[config.mk]
export PLATFORM = sky130hd
export DESIGN_NAME = gnt_arbiter
export DESIGN_NICKNAME = d
export VERILOG_FILES = /design/src/rtl/arb_pkg.sv /design/src/rtl/rr_pick.sv /design/src/rtl/gnt_arbiter.sv
export SDC_FILE = /design/constraint.sdc
export NUM_CORES = 1
export LEC_CHECK = 0
export CAP_MARGIN = 20
export CORE_AREA = 2 2 39 41
export DETAILED_ROUTE_END_ITERATION = 7
export DIE_AREA = 0 0 41 43
export PLACE_DENSITY_LB_ADDON = 0.12
export SLEW_MARGIN = 20
export SYNTH_ARGS = -nofsm -noshare
export SYNTH_HDL_FRONTEND = slang
export SYNTH_SLANG_ARGS = --single-unit
export TNS_END_PERCENT = 50
[constraint.sdc]
create_clock -name clk -period 5.1 [get_ports clk]
set_input_delay 1.02 -clock clk [delete_from_list [all_inputs] [get_ports clk]]
set_output_delay 1.02 -clock clk [all_outputs]
set_load 0.05 [all_outputs]
[src/rtl/arb_pkg.sv]
// Shared definitions for the grant arbiter.
// Contents:
//   arb_state_t          - arbiter FSM state (IDLE: nothing granted, GRANT: one owner)
//   ARB_NUM_REQ_DEFAULT  - default number of requesters
//   ARB_MAX_HOLD_DEFAULT - default maximum consecutive cycles a grant is held
package arb_pkg;

  typedef enum logic {
    IDLE  = 1'b0,
    GRANT = 1'b1
  } arb_state_t;

  localparam int ARB_NUM_REQ_DEFAULT  = 4;
  localparam int ARB_MAX_HOLD_DEFAULT = 6;

endpackage

[src/rtl/rr_pick.sv]
// Combinational round-robin winner search.
// Ports:
//   req_i    [NUM_REQ] - request levels, bit i is requester i
//   ptr_i    [PW]      - index of the last owner; the search starts at ptr_i+1
//   winner_o [PW]      - index of the first set request found from ptr_i+1 upward (wrapping)
//   valid_o            - high when any request bit is set
module rr_pick #(
  parameter int NUM_REQ = 4,
  parameter int PW      = (NUM_REQ > 1) ? $clog2(NUM_REQ) : 1
) (
  input  logic [NUM_REQ-1:0] req_i,
  input  logic [PW-1:0]      ptr_i,
  output logic [PW-1:0]      winner_o,
  output logic               valid_o
);

  // Walk offsets from farthest to nearest so the nearest set bit after
  // ptr_i is the last write and therefore wins. Offset NUM_REQ is ptr_i
  // itself, which keeps the old owner as the lowest-priority candidate.
  always_comb begin
    valid_o  = 1'b0;
    winner_o = '0;
    for (int i = NUM_REQ; i >= 1; i--) begin
      int idx;
      idx = int'(ptr_i) + i;
      if (idx >= NUM_REQ) idx = idx - NUM_REQ;
      if (req_i[idx]) begin
        valid_o  = 1'b1;
        winner_o = idx[PW-1:0];
      end
    end
  end

endmodule

[src/rtl/gnt_arbiter.sv]
// Round-robin grant arbiter with a bounded hold time.
// One requester owns the grant at a time. The owner keeps the grant while it
// requests, for at most MAX_HOLD consecutive cycles; at that limit the grant is
// forcibly released and preempt pulses for one cycle. Every release is followed
// by at least one idle cycle before the next arbitration.
// Ports:
//   clk         - clock, rising edge
//   reset_n     - asynchronous active-low reset
//   req[N]      - request levels, bit i is requester i
//   gnt[N]      - registered grant, one-hot or zero
//   busy        - high whenever any gnt bit is high
//   preempt     - one-cycle pulse after a forced release at MAX_HOLD
//   dbg_state_o - current FSM state, for observation
//
// Handshake: req[i] is a level. A grant is issued on the edge that samples the
// request while idle; the owner keeps it as long as req[owner] stays high and
// the hold limit is not reached. Dropping req[owner] releases the grant at the
// next edge.
module gnt_arbiter
  import arb_pkg::*;
#(
  parameter int NUM_REQ  = ARB_NUM_REQ_DEFAULT,
  parameter int MAX_HOLD = ARB_MAX_HOLD_DEFAULT
) (
  input  logic               clk,
  input  logic               reset_n,
  input  logic [NUM_REQ-1:0] req,
  output logic [NUM_REQ-1:0] gnt,
  output logic               busy,
  output logic               preempt,
  output arb_state_t         dbg_state_o
);

  localparam int PW = (NUM_REQ > 1) ? $clog2(NUM_REQ) : 1;
  localparam int HW = $clog2(MAX_HOLD + 1);
  localparam logic [HW-1:0] HOLD_MAX = HW'(MAX_HOLD);
  localparam logic [PW-1:0] PTR_RESET = PW'(NUM_REQ - 1);

  arb_state_t         state_q;
  logic [NUM_REQ-1:0] gnt_q;
  logic               preempt_q;
  logic [PW-1:0]      ptr_q;
  logic [HW-1:0]      hold_q;

  logic [PW-1:0]      pick_idx;
  logic               pick_valid;
  logic [NUM_REQ-1:0] win_onehot_d;

  rr_pick #(
    .NUM_REQ (NUM_REQ),
    .PW      (PW)
  ) u_rr_pick (
    .req_i    (req),
    .ptr_i    (ptr_q),
    .winner_o (pick_idx),
    .valid_o  (pick_valid)
  );

  always_comb begin
    win_onehot_d = {{(NUM_REQ-1){1'b0}}, 1'b1} << pick_idx;
  end

  // In GRANT, ptr_q is the owner index. Releasing on req[owner]=0 is checked
  // before the hold limit so a drop coinciding with the limit is a normal
  // release without preempt.
  always_ff @(posedge clk or negedge reset_n) begin
    if (!reset_n) begin
      state_q   <= IDLE;
      gnt_q     <= '0;
      preempt_q <= 1'b0;
      ptr_q     <= PTR_RESET;
      hold_q    <= '0;
    end else begin
      preempt_q <= 1'b0;
      case (state_q)
        IDLE: begin
          if (pick_valid) begin
            state_q <= GRANT;
            gnt_q   <= win_onehot_d;
            ptr_q   <= pick_idx;
            hold_q  <= HW'(1);
          end
        end
        GRANT: begin
          if (!req[ptr_q]) begin
            state_q <= IDLE;
            gnt_q   <= '0;
            hold_q  <= '0;
          end else if (hold_q == HOLD_MAX) begin
            state_q   <= IDLE;
            gnt_q     <= '0;
            hold_q    <= '0;
            preempt_q <= 1'b1;
          end else begin
            hold_q <= hold_q + HW'(1);
          end
        end
        default: begin
          state_q <= IDLE;
          gnt_q   <= '0;
          hold_q  <= '0;
        end
      endcase
    end
  end

  assign gnt         = gnt_q;
  assign busy        = |gnt_q;
  assign preempt     = preempt_q;
  assign dbg_state_o = state_q;

endmodule

# Word level (Yosys, flattened, before mapping)
# Cells that the tools add are included.
[word_totals]
in_bits = 6
output_inout_bits = 7
ff_bits = 11
[op_classes]
n_reduce_logical = 3
bitwise = 1
shifts = 1
addsub = 9
n_mux = 41
eq_ne = 3
order_cmp = 9
[ops]
columns = ["operator", "count"]
rows = [
  ["32-bit by 4-bit greater-or-equal comparator with 1-bit output, second input constant", 4],
  ["32-bit by 4-bit < comparator with 1-bit output, second input constant", 4],
  ["32-bit 2-to-1 mux", 4],
  ["32-bit by 4-bit subtractor with 32-bit output, second input constant", 4],
  ["1-bit 2-to-1 mux", 19],
  ["4-bit 2-to-1 mux", 3],
  ["1-bit binary-select mux with 2-bit select", 5],
  ["3-bit 2-to-1 mux", 3],
  ["2-bit 2-to-1 mux", 4],
  ["4-bit one-hot mux with 2 select lines", 1],
  ["2-bit by 2-bit adder with 3-bit output, second input constant", 2],
  ["3-bit one-hot mux with 2 select lines", 1],
  ["2-bit by 3-bit adder with 4-bit output, second input constant", 1],
  ["2-bit AND reduction", 2],
  ["4-bit OR reduction", 1],
  ["1-bit by 2-bit << shifter with 4-bit output, first input constant", 1],
  ["2-bit by 1-bit adder with 3-bit output, second input constant", 1],
  ["3-bit by 1-bit adder with 3-bit output, second input constant", 1],
  ["3-bit == test, second input constant", 1],
  ["2-bit by 3-bit < comparator with 1-bit output, second input constant", 1],
  ["3-bit by 2-bit != test with 1-bit output, second input constant", 1],
  ["2-bit != test, second input constant", 1],
  ["1-bit one-hot mux with 2 select lines", 1],
  ["1-bit NOT", 1],
]

# Depth between registers and ports, before layout
[depth]
ltp_word = 13
depth_mapped = 5
mapped_depth_nobuf = 4

# Modules after synthesis
# Synthesis repeated with hierarchy kept, for this count alone.
[hier_totals]
cells_unflattened = 65
hier_area_um2 = 666.9
[by_module_without_submodules]
columns = ["module", "instances", "seq_area_each_um2", "cells_each", "area_per_inst_um2"]
rows = [
  ["gnt_arbiter", 1, 277.8, 51, 575.6],
  ["rr_pick", 1, 0.0, 14, 91.3],
]

# Worst setup path after synthesis
# Ideal clock, no wire load.
[synth_path]
path_type = "reg-to-output"
start = "register gnt_q[1] (netlist: gnt[1])"
end = "output busy"
required_ns = 4.080
path_stages_with_launch = 2
path_slack_ns = 2.694
t_arrival_ns = 1.386
cell_sequence = "dfrtp_1 -> or4_1"
[synth_via]
elab_chain_cells = 1
[synth_rtl]
columns = ["element", "line", "text"]
rows = [
  ["from (decl)", "gnt_arbiter.sv:40", "logic [NUM_REQ-1:0] gnt_q;"],
  ["from (signal assigned)", "gnt_arbiter.sv:79", "gnt_q <= win_onehot_d;"],
  ["4-bit OR reduction", "gnt_arbiter.sv:108", "assign busy = |gnt_q;"],
  ["to (decl)", "gnt_arbiter.sv:29", "output logic busy,"],
]
# No other way between the ends.

# Worst setup path in the final report
[layout_path]
start = "register gnt_q[0] (netlist: gnt[0])"
end = "output busy"
# The elaborated chain is that of the path after synthesis.

==> summary.txt <==
Slew headroom - 67.22%
Post-CTS Resized - 0
GRT Util Overall - 15.94%
Crit path DAT - 1.87 ns
Die Y - 43 um
Wire per inst - 12.44 um
PortBufs - 12
Detail Route Antenna Nets - 0
Largest net degree at the start of global routing - 12
Status - complete, no violations
Total CTS buffers - 3
Area share of the largest cell type after synthesis - 37.66%
Fin area - 759.5 um2
Final Setup Violations - 0
Area leader, netlist - dfrtp_1
Longest Clk Path Bufs - 2
Share of layout cells above drive strength 1 - 15.49%
CTS Hold Bufs - 0
Core Rows - 14
P_leak - 0.3312 nW
Distinct cells, synth - 29
Post-synthesis async set-or-reset flop share - 100.0%
Gate power share - 55.0%
Mapped cell area - 598.1 um2
Final core utilization - 54.88%
Worst path max stage delay - 0.71 ns
Post-place setup slack - 2.457 ns
P&R area growth vs syn - 26.99%
Most frequent cells after synthesis - dfrtp_1 (9), nor2_1 (6), a21oi_1 (3)
YS warnings - 0
Clk pin slew, worst setup/hold paths - 0.08 ns
Die ar. - 1763 um2
Clock sink count - 11
Core ar. - 1384 um2
Post-route setup TNS - 0 ns
Worst-Margin Slew - 0.4902 ns
Post-Layout Cell Count - 87
Syn Area/Cell - 10.68 um2
Final-report hold violation count - 0
Worst Path Required - 4.08 ns
PnR worst setup slack - 2.206 ns
Postcts setup bufs - 0
Crit path max fanout - 3
Number of antenna violations at the first check in global routing - 0
CP max stage cell - clkdlybuf4s50_1
Register area - 277.8 um2
First-pass GRT wire length - 1.952 mm
Seq pwr share - 33.8%
Dominant cell by count in the synthesized netlist - dfrtp_1
Multi-input logic area - 307.8 um2
Critical-path cell list - or4_1 > clkdlybuf4s50_1
GRT overflow - 0
Clock Skew - 0.008796 ns
EDFF count, synth - 0
Clock power frac - 11.3%
Drt via density - 5.644
Mapped Cells - 56
Cell Area, Placed - 733.2 um2
Drt first pass iters - 4
Max frequency - 345.5 MHz
Final worst-path cycle share - 56.75%
# Max-Cap Violations - 0
Crit path kind - flip-flop to output port
Worst-skew pair later-pin latency - 0.26 ns
Internal power - 0.2756 mW
Worst setup SP type - flip-flop
HP Class - flip-flop to flip-flop
DR iter-0 viols - 7
Max H-tree Level - 1
TritonCTS clock tree - built
Root Buffer - clkbuf_4
Hold_ws - 0.5180 ns
Post-DP HPWL - 854.5 um
Unrepaired setup endpoints after global routing - no
FF+latch count, synth - 11
DR vias - 491
Final slew viol count - 0
RD Place Congestion - 0.8139
Die W - 41 um
Top cells by area, synth - dfrtp_1 (38%), dfstp_2 (8.8%), mux4_2 (3.8%)
Num ports - 13
Pwr per Cell Area - 685.2 nW/um2
N_diodes - 0
DR DRC count - 0
Fill cells - 125
Final wirelength - 1.082 mm
Net Sw Frac - 47.05%
Design Power - 0.5204 mW
Switching power of the nets - 0.2448 mW
Initial core utilization - 43.22%
Peak supply drop - 0.3409 mV
Nets@finish - 78
Main synth FF type - dfrtp_1
Minimum clock period - 2.894 ns
Vias in the first global route - 449
CP Capture Type - output port
Syn nets - 62
Sequential area share after synthesis - 46.44%
Dpl cells - 83
[metal layers]
metal / vias up / GRT usage (%) / part of all wire [%]
met3: 0 / 3.141 / 4.3
met2: 8 / 23.75 / 49
li1: 244 / - / -
met5: - / 0 / 0
met1: 239 / 22.00 / 47
met4: 0 / 6.000 / 0
[kinds of logic (layout without fill, tap and decap cells)]
family	after synthesis	in the layout	synth area share (%)
compound gates	20	20	24.69
buf+inv	3	18	2.092
flops	11	11	46.44
mux	3	3	7.113
simple gates	19	19	19.67
[power by group through the flow]
stage                     Clock (mW)  Sequential, mW  Combinational [mW]
after CTS                     0.0600           0.176               0.289
after detailed placement           0           0.177               0.288
after global routing          0.0655           0.184               0.308
after global placement             0           0.178               0.288
after floorplan                    0           0.224               0.159
final                         0.0587           0.176               0.286
[cell type report]
| class | count | area share, % |
|---|---|---|
| Multi-Input combinational cell | 42 | 40.53 |
| Sequential cell | 11 | 36.57 |
| Timing Repair Buffer | 12 | 15.82 |
| Clock buffer | 4 | 3.460 |
| Tap cell | 16 | 2.636 |
| Inverter | 2 | 0.9885 |
[final timing paths]
check,from,end,slack (ns),cells after the start
worst max-delay path,gnt[0],busy,2.21,2
worst max register to register,ptr_q[0],gnt[2],3.41,4
max in group asynchronous,reset_n,ptr_q[1],3.68,1
worst min-delay path,gnt[1],gnt[1],0.52,1
min in group asynchronous,reset_n,dbg_state_o,1.08,1
worst min register to register,gnt[1],gnt[1],0.52,1
[flip-flops by register name, indices dropped and copies added (netlist names)]
| name | cells |
|---|---|
| gnt | 4 |
| ptr_q | 2 |
| hold_q | 3 |
| dbg_state_o | 1 |
| preempt | 1 |
[cell usage in the layout (no fill, tap or decap), types with 2 or more instances in the layout]
cell / instances
clkdlybuf4s50_1: 12
dfrtp_1: 9
nor2_1: 6
a21oi_1: 3
clkbuf_4: 3
nand2_1: 2
o22ai_1: 2
nor3_1: 2
inv_1: 2
o21ai_1: 2
o21ai_0: 2
nand2b_1: 2
mux2i_1: 2
a22o_1: 2
o2bb2ai_1: 2
a21o_1: 2
dfstp_2: 2
[worst max-delay path, delay by kind of cell (launching register included)]
kind          cells  cell delay (ns)
buf+inv           1             0.71
simple gates      1             0.50
flops             1             0.40
(Power assumes the default switching activity.)
